### config.mk
export PLATFORM = sky130hd
export DESIGN_NAME = display_driver
export DESIGN_NICKNAME = d
export VERILOG_FILES = /design/src/rtl/disp_pkg.sv /design/src/rtl/bin2bcd_iter.sv /design/src/rtl/display_driver.sv
export SDC_FILE = /design/constraint.sdc
export NUM_CORES = 1
export LEC_CHECK = 0
export CAP_MARGIN = 20
export CORE_ASPECT_RATIO = 1.25
export CORE_MARGIN = 8
export CORE_UTILIZATION = 26
export CTS_CLUSTER_DIAMETER = 60
export DETAILED_ROUTE_END_ITERATION = 10
export DONT_BUFFER_PORTS = 1
export PLACE_DENSITY = 0.35
export SYNTH_ARGS = -nofsm -noshare
export SYNTH_HDL_FRONTEND = slang
export SYNTH_SLANG_ARGS = --single-unit
### constraint.sdc
create_clock -name clk -period 5.75 [get_ports clk]
set_clock_uncertainty 0.2 [all_clocks]
set_input_delay 1.15 -clock clk [delete_from_list [all_inputs] [get_ports clk]]
set_output_delay 1.15 -clock clk [all_outputs]
set_load 0.1 [all_outputs]
### src/rtl/disp_pkg.sv
// Shared types, segment constants and the BCD-to-7-segment decoder for the
// calculator display path.
package disp_pkg;

    typedef enum logic [1:0] {
        IDLE,
        CONV,
        COMMIT
    } state_t;

    localparam int NUM_DIGITS = 4;
    localparam int BIN_W      = 16;
    localparam int BCD_W      = 20;
    localparam int SH_W       = BCD_W + BIN_W;

    localparam logic [6:0] SEG_BLANK = 7'h7F;
    localparam logic [6:0] SEG_DASH  = 7'h3F;

    // Active-low {g,f,e,d,c,b,a}; non-decimal nibbles render as blank.
    function automatic logic [6:0] bcd_to_seg(input logic [3:0] nibble);
        logic [6:0] code;
        case (nibble)
            4'd0:    code = 7'h40;
            4'd1:    code = 7'h79;
            4'd2:    code = 7'h24;
            4'd3:    code = 7'h30;
            4'd4:    code = 7'h19;
            4'd5:    code = 7'h12;
            4'd6:    code = 7'h02;
            4'd7:    code = 7'h78;
            4'd8:    code = 7'h00;
            4'd9:    code = 7'h10;
            default: code = SEG_BLANK;
        endcase
        return code;
    endfunction

endpackage

### src/rtl/bin2bcd_iter.sv
// Iterative shift-add-3 binary-to-BCD converter: one bit per clock, 16 shifts,
// then a single COMMIT cycle during which done is high and bcd is final.
module bin2bcd_iter
    import disp_pkg::*;
(
    input  logic              clk,
    input  logic              reset,
    input  logic              start,
    input  logic [BIN_W-1:0]  din,
    output logic              busy,
    output logic              done,
    output logic [BCD_W-1:0]  bcd
);

    state_t          state;
    logic [SH_W-1:0] sh;
    logic [SH_W-1:0] sh_adj;
    logic [3:0]      cnt;

    // Correct every BCD nibble before the shift so it cannot exceed 9 after doubling.
    always_comb begin
        sh_adj = sh;
        for (int i = 0; i < BCD_W / 4; i++) begin
            if (sh[BIN_W + 4*i +: 4] >= 4'd5)
                sh_adj[BIN_W + 4*i +: 4] = sh[BIN_W + 4*i +: 4] + 4'd3;
        end
    end

    assign bcd = sh[SH_W-1:BIN_W];

    always_ff @(posedge clk) begin
        if (!reset) begin
            state <= IDLE;
            busy  <= 1'b0;
            done  <= 1'b0;
            sh    <= '0;
            cnt   <= '0;
        end else begin
            case (state)
                IDLE: begin
                    done <= 1'b0;
                    if (start) begin
                        sh    <= {{BCD_W{1'b0}}, din};
                        cnt   <= '0;
                        busy  <= 1'b1;
                        state <= CONV;
                    end
                end
                CONV: begin
                    sh  <= sh_adj << 1;
                    cnt <= cnt + 4'd1;
                    if (cnt == 4'd15) begin
                        done  <= 1'b1;
                        state <= COMMIT;
                    end
                end
                COMMIT: begin
                    done  <= 1'b0;
                    busy  <= 1'b0;
                    state <= IDLE;
                end
                default: begin
                    done  <= 1'b0;
                    busy  <= 1'b0;
                    state <= IDLE;
                end
            endcase
        end
    end

endmodule

### src/rtl/display_driver.sv
// Converts a 16-bit value to BCD and time-multiplexes it onto four
// common-anode 7-segment digits with optional leading-zero blanking.
module display_driver
    import disp_pkg::*;
#(
    parameter int SCAN_DIV = 50000,
    parameter int BLANK_LZ = 1
) (
    input  logic        clk,
    input  logic        reset,
    input  logic        next_data,
    input  logic [15:0] data_in,
    output logic        busy,
    output logic        ovf,
    output logic [6:0]  seg,
    output logic [3:0]  an
);

    localparam int PW = (SCAN_DIV > 1) ? $clog2(SCAN_DIV) : 1;

    logic                        done;
    logic [BCD_W-1:0]            bcd;
    logic [NUM_DIGITS-1:0][6:0]  dig;
    logic [NUM_DIGITS-1:0][6:0]  dig_n;
    logic                        ovf_n;
    logic                        lz;
    logic [3:0]                  nib;
    logic [PW-1:0]               pre;
    logic                        wrap;
    logic [1:0]                  idx;
    logic [1:0]                  idx_n;

    bin2bcd_iter u_conv (
        .clk   (clk),
        .reset (reset),
        .start (next_data),
        .din   (data_in),
        .busy  (busy),
        .done  (done),
        .bcd   (bcd)
    );

    assign ovf_n = (bcd[BCD_W-1 -: 4] != 4'd0);

    // Walk from the most significant digit down so lz tracks "this and all higher are zero".
    always_comb begin
        dig_n = '0;
        lz    = 1'b1;
        nib   = '0;
        for (int i = NUM_DIGITS-1; i >= 0; i--) begin
            nib = bcd[4*i +: 4];
            if (nib != 4'd0)
                lz = 1'b0;
            if (ovf_n)
                dig_n[i] = SEG_DASH;
            else if (BLANK_LZ != 0 && i != 0 && lz)
                dig_n[i] = SEG_BLANK;
            else
                dig_n[i] = bcd_to_seg(nib);
        end
    end

    always_ff @(posedge clk) begin
        if (!reset) begin
            dig <= {NUM_DIGITS{SEG_BLANK}};
            ovf <= 1'b0;
        end else if (done) begin
            dig <= dig_n;
            ovf <= ovf_n;
        end
    end

    assign wrap  = (pre == PW'(SCAN_DIV - 1));
    assign idx_n = wrap ? idx + 2'd1 : idx;

    // an and seg are loaded from the same next index so they always agree.
    always_ff @(posedge clk) begin
        if (!reset) begin
            pre <= '0;
            idx <= '0;
            an  <= 4'b1110;
            seg <= SEG_BLANK;
        end else begin
            pre <= wrap ? '0 : pre + PW'(1);
            idx <= idx_n;
            an  <= ~(4'b0001 << idx_n);
            seg <= dig[idx_n];
        end
    end

endmodule

==> results of run 1 <==
-- area by class of cell --
class / count / area, µm²
flip-flops and latches: 130 / 2600
clock buffers: 18 / 429
well taps: 325 / 407
clock inverters: 14 / 133
inverters: 32 / 120
fillers: 2561 / 16700
repair buffers: 7 / 52.6
multi-input cells: 515 / 3390
-- synth_stat cells (7+ instances only) --
cell type / instances / area, µm²
sky130_fd_sc_hd__a31oi_1: 10 / 62.6
sky130_fd_sc_hd__o221ai_1: 17 / 149
sky130_fd_sc_hd__mux2i_1: 7 / 70.1
sky130_fd_sc_hd__nor2_1: 70 / 263
sky130_fd_sc_hd__a311oi_1: 7 / 61.3
sky130_fd_sc_hd__nand2b_1: 17 / 106
sky130_fd_sc_hd__buf_2: 7 / 35.0
sky130_fd_sc_hd__a211oi_1: 10 / 75.1
sky130_fd_sc_hd__nand2_1: 74 / 278
sky130_fd_sc_hd__o21ai_0: 37 / 185
sky130_fd_sc_hd__nor3_1: 10 / 50.1
sky130_fd_sc_hd__nor4b_1: 15 / 131
sky130_fd_sc_hd__a21oi_1: 43 / 215
sky130_fd_sc_hd__inv_1: 30 / 113
sky130_fd_sc_hd__o22ai_1: 20 / 125
sky130_fd_sc_hd__and3_1: 9 / 56.3
sky130_fd_sc_hd__mux2_2: 7 / 78.8
sky130_fd_sc_hd__nand3_1: 14 / 70.1
sky130_fd_sc_hd__clkbuf_1: 36 / 135
sky130_fd_sc_hd__xnor2_1: 9 / 78.8
sky130_fd_sc_hd__dfxtp_1: 130 / 2600
sky130_fd_sc_hd__ha_1: 34 / 425
sky130_fd_sc_hd__a221oi_1: 8 / 70.1
sky130_fd_sc_hd__and2_1: 11 / 68.8
-- metrics by stage --
step | power, mW | util [%] | hold slack, ps | cells | area [µm²]
2_1_floorplan | 1.01 | - | 222 | 727 | 6310
3_3_place_gp | 1.02 | 27.6 | 233 | 1009 | 6570
3_5_place_dp | 1.02 | 27.6 | 237 | 1009 | 6570
4_1_cts | 2.08 | 30.0 | 255 | 1041 | 7130
5_1_grt | 2.13 | 30.0 | 270 | 1041 | 7130
6_report | 2.04 | 30.0 | 251 | 1041 | 7130
-- power by group --
group	internal, mW	switching [mW]
clock network	0.600	0.441
registers	0.916	0.0169
logic	0.0244	0.0459
total	1.54	0.503
-- per-layer routing --
metal | routed length (µm) | up-vias | part of all wire [%]
li1 | - | 2592 | -
met1 | 7620 | 2458 | 46
met2 | 8120 | 99 | 48
met3 | 690 | 24 | 4.1
met4 | 313 | 0 | 1.9
met5 | 0 | - | 0
-- worst paths after layout --
kind	startpoint	endpoint	slack (ps)
worst min register to register	flop	dig[4]	250
worst max-delay path	u_conv.state[0]	flop	2220
worst min-delay path	flop	dig[4]	250
worst max register to register	u_conv.state[0]	flop	2220
-- worst max-delay path: cells and delay by family (launching register included) --
family,cells,cell delay [ps]
AOI/OAI and AO/OA,4,800
adders and majority gates,1,230
buffers and inverters,2,460
DFF,1,620
and+or+nand+nor,2,1050
-- cell families after synthesis --
group                    Yosys count  share of synthesized area (%)
XOR/XNOR                          16                           2.34
AO/OA/AOI/OAI                    199                           21.8
buffers and inverters             82                           5.14
multiplexers                      15                           2.58
adder cells (fa/ha/maj)           34                           6.74
AND/OR/NAND/NOR                  251                           20.2
flip-flops                       130                           41.3
==> results, run 1 <==
- The run finished with clean final reports.
- The via count of the first global-routing pass is 5135.
- The clock insertion delay at the later pin of the skew report is 420 ps.
- The worst slew margin relative to its limit is between 30 and 40%.
- The clock passes through at most 2 buffers.
- Measured along the y axis, the die boundary spans 190 µm.
- The area of the die is between 0.02 and 0.03 mm².
- The met1 routing resource usage after global routing is 13.6%.
- The main flop type after synthesis is sky130_fd_sc_hd__dfxtp_1.
- Measured in cells, the most critical reg-to-reg path has a length of 9.
- Leaving out fill and tap cells, the most frequent cell in the layout is sky130_fd_sc_hd__dfxtp_1.
- The top-level port count is 32.
- The area growth from synthesis to layout is 13.1%.
- The H-tree was split into 4 levels.
- The post-cts sizing count is 0.
- The floorplan step set the die width to 155 µm.
- The remaining antenna violation count after routing is 0.
- In the routed design, unresolved DRC markers number 0.
- The flip-flop and latch count after synthesis is 130.
- The hold path depth is 2.
- The routed layout has 5173 vias.
- After detailed routing, the number of vias per cell comes to roughly 5.0.
- For this block, the routed nets add up to 16700 µm of wire.
- Across all setup checks in the final design, the least slack found is 2220 ps.
- STA classifies the critical path startpoint as a flop.
- The detailed-route wire length per cell is 16.1 µm.
- For this run, the slowest stage of the critical path takes 900 ps.
- The busiest layer in global routing is met2.
- The mean cell area of the mapped netlist is 8.68 µm².
- Summed over all cells, the static leakage comes to 2.51 nW.
- After legalization and detailed placement, the total HPWL measured 11600 µm.
- Based on the critical path, the design can be clocked at up to about 280 MHz.
- Power spread over the standard cell area amounts to 286 mW/mm².
- The final layout net count is 756.
- In the synthesized netlist the async set-or-reset flop fraction comes to 0%.
- The initial utilization of the core area, before any placement, comes to 26.5%.
- The global-route usage over all layers is 11.6%.
- The total negative slack is 0 ps.
- Summing the sequential cell areas from Yosys gives 41.3% of the chip area.
- During synthesis, Yosys emitted a total of 0 warnings.
- The fraction of layout cells with a size suffix above 1 is 7.96%.
- The repair_antennas step left the layout with diodes totalling 0.
- Synthesis produced a netlist with a net count of 780.
- The cell at the root of the clock tree is sky130_fd_sc_hd__clkbuf_16.
- The first detailed-routing pass took 4 iterations.
- The area of the core is 0.0238 mm².
- The arrival time at the worst endpoint is roughly 3600 ps.
- The met2 track demand over resource is 19.8%.
- The worst vdd rail ir drop is 179 µV.
- Entering global routing, the biggest net connects 61 pins.
- The floorplan has 63 rows.
- The met3 track demand over resource in global routing is under 10%.
- OpenSTA, run right after detailed placement, puts the worst setup slack at 2010 ps.
- The congestion estimate from routability-driven global placement came to slightly below 0.8.
- The post-synthesis cell area is 0.00631 mm².
- The number of design-rule violations left by the first detailed-router iteration is between 300 and 400.
- The slew at the pin closest to its max-slew limit is 996 ps.
- TritonCTS built the clock tree.
- On the critical path, the stage with the largest delay is an instance of sky130_fd_sc_hd__nor2b_2.
- The clock net in this run drives a total of 130 sinks.
- The worst hold path belongs to the class reg -> reg.
- Synthesis produced 727 cells.
- The synthesized design contains 0 enable-type register cells.
- The maximum fanout encountered on the critical timing path is 24.
- Buffers inserted to repair hold after CTS numbered 0.
- Setup repair after global routing left no endpoint under its margin.
- The number of hold-slack violations in the final timing report is 0.
- The critical path start-end classification is reg -> reg.
- In the layout the commonest cells are sky130_fd_sc_hd__dfxtp_1 (130), sky130_fd_sc_hd__nand2_1 (74), sky130_fd_sc_hd__nor2_1 (70).
- TritonCTS created 17 clock buffers.
- The smallest clock period supported by the final layout is computed as roughly 3500 ps.
- Setup violations remaining at the end of the flow were counted as 0.
- At the worst endpoint, the required time is 5800 ps.
- The first global-routing pass estimated ~27000 µm of wire.
- Global routing finished with a remaining overflow of 0.
- Clock-pin slew was measured on the worst setup and hold paths at 60 ps.
- The count of input and output buffers is 0.
- The max-capacitance violation count is 0.
- Traced cell by cell, the critical path runs through nor2b_2, buf_4, a32oi_1, a31oi_1, inv_1, ha_1, nand3b_1, o22ai_1, a311oi_1.
- The number of pins exceeding their max-slew limit in the final report is 0.
- The number of antenna violations at the first check in global routing came to 0.
- The worst setup path is captured at a flop.
- The number of library cell types mapped by synthesis is 60.
- The number of setup buffers added after CTS is 0.
- The final critical path takes up 61.4% of the cycle.
Note: power is estimated with default switching activity, not from simulation.
==> inputs of run 2 (changes only) <==
Settings changed: PLACE_DENSITY 0.35 to 0.37.
Clock period 5.75 ns to 3 ns, I/O delays scaled along.
==> results, run 2 (same netlist as run 1, synthesis figures left out) <==
- Run status: complete, no violations (unchanged).
- The slew at the pin closest to its max-slew limit is 975 ps (was 996 ps).
- The cell type of the slowest stage on the worst timing path is sky130_fd_sc_hd__dfxtp_1 (was sky130_fd_sc_hd__nor2b_2).
- The number of design-rule violations left by the first detailed-router iteration is 199 (was 336).
- The post-cts sizing count was 0 (unchanged).
- The startpoint kind of the worst setup timing path is a flop (unchanged).
- The final layout net count came to 778 (was 756).
- The number of antenna cells inserted is 0 (unchanged).
- The area of all placed cells without fillers is 0.00739 mm² (was 0.00713 mm²).
- The cell family with the largest share of critical-path delay is compound AO/OA/AOI/OAI gates (was simple AND/OR/NAND/NOR gates).
- The biggest cell delay along the critical path is 470 ps (was 900 ps).
- The initial cell density of the core was 26.5% (unchanged).
- The CTS buffer count was 17 (unchanged).
- The total negative slack is 0 ps (unchanged).
- The remaining design rule violation count is 0 (unchanged).
- The TritonCTS sink count was 130 (unchanged).
- The count of filler cells inserted in the layout came to 2553 (was 2561).
- The global-route usage over all layers is 11.4% (was 11.6%).
- The final RePlAce weighted congestion was 0.785 (about the same).
- The leakage power of the design was 2.67 nW (was 2.51 nW).
- The cell at the root of the clock tree is sky130_fd_sc_hd__clkbuf_16 (unchanged).
- The level count of the clock H-tree is 4 (unchanged).
- The final setup violation count is 0 (unchanged).
- The tightest hold margin came to 45.8 ps (was 251 ps).
- The remaining antenna violation count after routing was 0 (unchanged).
- Highest-count cells in the layout ignoring fill and taps: sky130_fd_sc_hd__dfxtp_1 (130), sky130_fd_sc_hd__nand2_1 (74), sky130_fd_sc_hd__nor2_1 (70) (unchanged).
- The maximum root-to-sink buffer count is 2 (unchanged).
- The count of input and output buffers was 0 (unchanged).
- The arrival time at the worst endpoint was 2850 ps (was 3590 ps).
- The via count of the first global-routing pass is 5175 (was 5135).
- The clock insertion delay at the later pin of the skew report came to 420 ps (about the same).
- The detailed-router iteration count before antenna repair came to 5 (was 4).
- The clock tree from TritonCTS was done (unchanged).
- The endpoint type of the worst setup path was a flop (unchanged).
- The peak clock frequency supported by timing is 358 MHz (was 283 MHz).
- The number of antenna violations at the first check in global routing is 0 (unchanged).
- The relative area change from synthesis to final layout is 17.2% (was 13.1%).
- The hold path depth was 1 (was 2).
- The final cycle utilization of the critical path is 93.0% (was 61.4%).
- The end point of the most critical hold path is dig[7] (was dig[4]).
- The area of the die is 0.0295 mm² (unchanged).
- The placed wire-length estimate is 11600 µm (about the same).
- The data required time of the critical path is 3060 ps (was 5800 ps).
- The number of placement rows is 63 (unchanged).
- The routed wire length is 16500 µm (was 16700 µm).
- Cell Chain, Critical Path: nand2b_1, buf_4, a2111o_1, a31oi_1, inv_1, ha_1, nand3b_1, o22ai_1, a311oi_1 (was nor2b_2, buf_4, a32oi_1, a31oi_1, inv_1, ha_1, nand3b_1, o22ai_1, a311oi_1).
- The number of pins exceeding their max-slew limit in the final report is 0 (unchanged).
- The worst hold path begins at reset.
- The critical path start-end classification is reg -> reg (unchanged).
- The areal power density over the cells was 564 mW/mm² (was 286 mW/mm²).
- Setup repair after global routing missed its margin: no (unchanged).
- The worst slew margin relative to its limit is 34.9% (was 33.3%).
- The maximum fanout encountered on the critical timing path came to 11 (was 24).
- The fraction of layout cells with a size suffix above 1 is 11.1% (was 7.96%).
- The top-level port count is 32 (unchanged).
- The routed via count divided by cell count came to 4.88 (was 4.97).
- The area of the core was 0.0238 mm² (unchanged).
- The first-pass GRT wire length was 27000 µm (was 26900 µm).
- The launch point of the worst reg-to-reg path is u_conv.state[0] (unchanged).
- The floorplan die height came to 190 µm (unchanged).
- The path type of the worst min-delay path is in -> reg (was reg -> reg).
- The setup slack of the worst register-to-register path is 210 ps (was 2220 ps).
- The final global-route overflow total is 0 (unchanged).
- The max-capacitance violation count is 0 (unchanged).
- The worst vdd rail ir drop is 355 µV (was 179 µV).
- The number of buffers added to fix hold violations after cts is 0 (unchanged).
- The clock-pin slew on the worst setup and hold paths was 60 ps (about the same).
- The number of setup buffers added after CTS is 0 (unchanged).
- The largest net degree at the start of global routing is 61 (unchanged).
- The detailed-route wire length per cell was 15.5 µm (was 16.1 µm).
- The most common cell after layout, fill and taps aside is sky130_fd_sc_hd__dfxtp_1 (unchanged).
- The number of hold-slack violations in the final timing report came to 0 (unchanged).
- The buffering stage count on the worst path with inverters included was 2 (unchanged).
- The count of cells along the worst register-to-register path is 9 (unchanged).
- The clock period minus worst slack is 2790 ps (was 3530 ps).
- The overall via count from detail_route is 5189 (was 5173).
- The die boundary width is 155 µm (unchanged).
- The post-placement cell area is 0.00675 mm² (was 0.00657 mm²).
-- run 2: cell count changes in the layout (fill, tap and decap cells not counted), sizes merged --
cell      previous run  this run
buf                  7        29
bufinv               1         4
clkbuf              18        17
clkinv               8         7
clkinvlp             3         2
-- run 2: final cells by class --
cell class	count	area [µm²]	share of cell area, %
Clock inverter	15	206	2.79
Clock buffer	17	425	5.75
Timing Repair Buffer	29	230	3.11
Sequential cell	130	2600	35.2
Tap cell	325	407	5.50
Multi-Input combinational cell	515	3400	46.0
Inverter	32	120	1.62
-- run 2: metrics by stage --
stage,total power [mW],setup slack (ps),util (%),cells
after floorplan,1.94,290,-,727
after global placement,1.97,131,28.3,1031
after detailed placement,1.97,103,28.3,1031
after CTS,4.24,67.3,31.0,1063
after global routing,4.33,25.8,31.1,1063
final,4.17,209,31.1,1063
-- run 2: report_power, final --
group | switching [mW] | internal (mW)
combinational | 0.0932 | 0.0575
clock | 0.835 | 1.40
sequential | 0.0301 | 1.76
-- run 2: how the worst max path moves through the flow --
stage / from / to / cells after the start
finish: u_conv.state[0] / flop / 9
global route: u_conv.state[0] / flop / 9
CTS: u_conv.sh[24] / flop / 11
detailed placement: u_conv.sh[24] / flop / 11
global placement: u_conv.sh[24] / flop / 11
floorplan: next_data / flop / 11
-- run 2: worst register-to-register path: stages (launching register included) --
cell	delay, ps
sky130_fd_sc_hd__dfxtp_1	470
sky130_fd_sc_hd__nand2b_1	320
sky130_fd_sc_hd__buf_4	300
sky130_fd_sc_hd__a2111o_1	340
sky130_fd_sc_hd__a31oi_1	230
sky130_fd_sc_hd__inv_1	130
sky130_fd_sc_hd__ha_1	230
sky130_fd_sc_hd__nand3b_1	150
sky130_fd_sc_hd__o22ai_1	200
sky130_fd_sc_hd__a311oi_1	80
-- run 2: layer usage --
metal | global-route usage [%] | share of wire [%] | wire length (µm)
met5 | 0 | 0 | 0
met4 | 5.24 | 2.1 | 343
met3 | 3.20 | 3.9 | 645
met2 | 19.1 | 47 | 7770
met1 | 13.4 | 47 | 7750
==> inputs of run 3 (changes only) <==
Settings changed: PLACE_DENSITY 0.37 to 0.41.
==> results, run 3 (same netlist as run 1, synthesis figures left out) <==
- The TritonCTS sink count is 130 (unchanged).
- The cell family with the largest share of critical-path delay was simple AND/OR/NAND/NOR gates (was compound AO/OA/AOI/OAI gates).
- The final global-route overflow total was 0 (unchanged).
- The number of pins exceeding their max-slew limit in the final report is 0 (unchanged).
- The total negative slack is 0 ps (unchanged).
- The number of placement rows is 63 (unchanged).
- The startpoint kind of the worst setup timing path was a flop (unchanged).
- The die boundary width was 155 µm (unchanged).
- The initial cell density of the core is 26.5% (unchanged).
- The largest net degree at the start of global routing is 61 (unchanged).
- The clock-pin slew on the worst setup and hold paths is 60 ps (about the same).
- The arrival time at the worst endpoint is 2810 ps (was 2850 ps).
- The relative area change from synthesis to final layout is 16.1% (was 17.2%).
- The final layout net count is 772 (was 778).
- The buffering stage count on the worst path with inverters included is 2 (unchanged).
- The area of the die is 0.0295 mm² (unchanged).
- The clock tree from TritonCTS is done (unchanged).
- The worst vdd rail ir drop is 340 µV (was 355 µV).
- The via count of the first global-routing pass is 5095 (was 5175).
- The areal power density over the cells is 552 mW/mm² (was 564 mW/mm²).
- The routed via count divided by cell count was 4.92 (was 4.88).
- The detailed-route wire length per cell is 14.6 µm (was 15.5 µm).
- The slew at the pin closest to its max-slew limit was 978 ps (was 975 ps).
- The CTS buffer count was 17 (unchanged).
- The worst slew margin relative to its limit came to 34.7% (was 34.9%).
- The number of buffers added to fix hold violations after cts was 0 (unchanged).
- The count of input and output buffers is 0 (unchanged).
- Run status: complete, no violations (unchanged).
- The number of antenna violations at the first check in global routing is 0 (unchanged).
- The area of the core was 0.0238 mm² (unchanged).
- The number of design-rule violations left by the first detailed-router iteration is 302 (was 199).
- The overall via count from detail_route is 5203 (was 5189).
- The final RePlAce weighted congestion is 0.830 (was 0.785).
- The top-level port count is 32 (unchanged).
- The global-route usage over all layers is 10.8% (was 11.4%).
- The share of the core filled with cells is 30.8% (was 31.1%).
- Setup repair after global routing missed its margin: no (unchanged).
- The maximum root-to-sink buffer count was 2 (unchanged).
- The placed wire-length estimate is 11100 µm (was 11600 µm).
- The number of setup buffers added after CTS came to 0 (unchanged).
- The clock period minus worst slack came to 2750 ps (was 2790 ps).
- The final setup violation count is 0 (unchanged).
- The max-capacitance violation count is 0 (unchanged).
- The detailed-router iteration count before antenna repair was 5 (unchanged).
- The routed wire length is 15400 µm (was 16500 µm).
- The remaining design rule violation count is 0 (unchanged).
- The count of filler cells inserted in the layout came to 2513 (was 2553).
- The fraction of layout cells with a size suffix above 1 was 9.97% (was 11.1%).
- The final cycle utilization of the critical path is 91.7% (was 93.0%).
- The maximum fanout encountered on the critical timing path is 26 (was 11).
- The first-pass GRT wire length is 25800 µm (was 27000 µm).
- The most common cell after layout, fill and taps aside is sky130_fd_sc_hd__dfxtp_1 (unchanged).
- The peak clock frequency supported by timing is 363 MHz (was 358 MHz).
- The endpoint type of the worst setup path is a flop (unchanged).
- The remaining antenna violation count after routing is 0 (unchanged).
- The clock insertion delay at the later pin of the skew report is 410 ps (was 420 ps).
- The cell at the root of the clock tree was sky130_fd_sc_hd__clkbuf_16 (unchanged).
- The leakage power of the design was 2.62 nW (was 2.67 nW).
- The number of antenna cells inserted came to 0 (unchanged).
- Highest-count cells in the layout ignoring fill and taps: sky130_fd_sc_hd__dfxtp_1 (130), sky130_fd_sc_hd__nand2_1 (74), sky130_fd_sc_hd__nor2_1 (70) (unchanged).
- The path type of the worst min-delay path is in -> reg (unchanged).
- The level count of the clock H-tree came to 4 (unchanged).
- Cell Chain, Critical Path: nor2b_2, buf_12, nand2_1, o31ai_1, and2_1, inv_1, ha_1, nor4b_1, a211oi_1 (was nand2b_1, buf_4, a2111o_1, a31oi_1, inv_1, ha_1, nand3b_1, o22ai_1, a311oi_1).
- The number of hold-slack violations in the final timing report was 0 (unchanged).
- The biggest cell delay along the critical path is 500 ps (was 470 ps).
- The critical path start-end classification is reg -> reg (unchanged).
- The cell type of the slowest stage on the worst timing path is sky130_fd_sc_hd__dfxtp_1 (unchanged).
- The storage element area was 0.00260 mm² (unchanged).
- The total area of multi-input combinational cells came to 0.00339 mm² (was 0.00340 mm²).
- The post-cts sizing count is 0 (unchanged).
- The floorplan die height was 190 µm (unchanged).
- The data required time of the critical path was 3060 ps (about the same).
[run 3: through the flow]
stage | std cells | instance area (µm²) | hold WS, ps | setup slack [ps] | power [mW]
3_3_place_gp | 1025 | 6720 | 237 | 347 | 1.97
5_1_grt | 1057 | 7320 | 34.3 | 30.4 | 4.21
2_1_floorplan | 727 | 6310 | 222 | 290 | 1.94
4_1_cts | 1057 | 7320 | 41.4 | 241 | 4.11
6_report | 1057 | 7320 | 60.2 | 249 | 4.04
3_5_place_dp | 1025 | 6720 | 236 | 287 | 1.97
[run 3: power breakdown]
group          leakage [nW]  switching (mW)  total (mW)  internal [mW]
logic                  1.28          0.0907       0.149         0.0585
registers              1.05          0.0300        1.79           1.76
clock network         0.287           0.791        2.11           1.32
[run 3: cell type report]
| cell class | count | share of cell area (%) |
|---|---|---|
| clock buffer | 18 | 5.86 |
| clock inverter | 14 | 2.44 |
| inverter | 32 | 1.64 |
| multi-input combinational | 515 | 46.3 |
| sequential | 130 | 35.5 |
| tap | 325 | 5.55 |
| timing repair buffer | 23 | 2.70 |
[run 3: worst paths after layout]
check             startpoint  slack [ps]  cells after the start  endpoint
max reg2reg  u_conv.state[0]         250                      9      flop
min                    reset          60                      1   dig[25]
max          u_conv.state[0]         250                      9      flop
min reg2reg             flop         250                      2   dig[18]
[run 3: worst reg2reg max path: stages (launching register included)]
cell	delay, ps
sky130_fd_sc_hd__dfxtp_1	500
sky130_fd_sc_hd__nor2b_2	280
sky130_fd_sc_hd__buf_12	200
sky130_fd_sc_hd__nand2_1	70
sky130_fd_sc_hd__o31ai_1	330
sky130_fd_sc_hd__and2_1	230
sky130_fd_sc_hd__inv_1	90
sky130_fd_sc_hd__ha_1	300
sky130_fd_sc_hd__nor4b_1	330
sky130_fd_sc_hd__a211oi_1	90
[run 3: layer usage]
metal | global-route usage, % | vias to the layer above | wire (µm)
met2 | 17.7 | 101 | 7220
met3 | 2.77 | 14 | 569
met5 | 0 | - | 0
li1 | - | 2619 | -
met4 | 4.53 | 0 | 242
met1 | 13.1 | 2469 | 7420
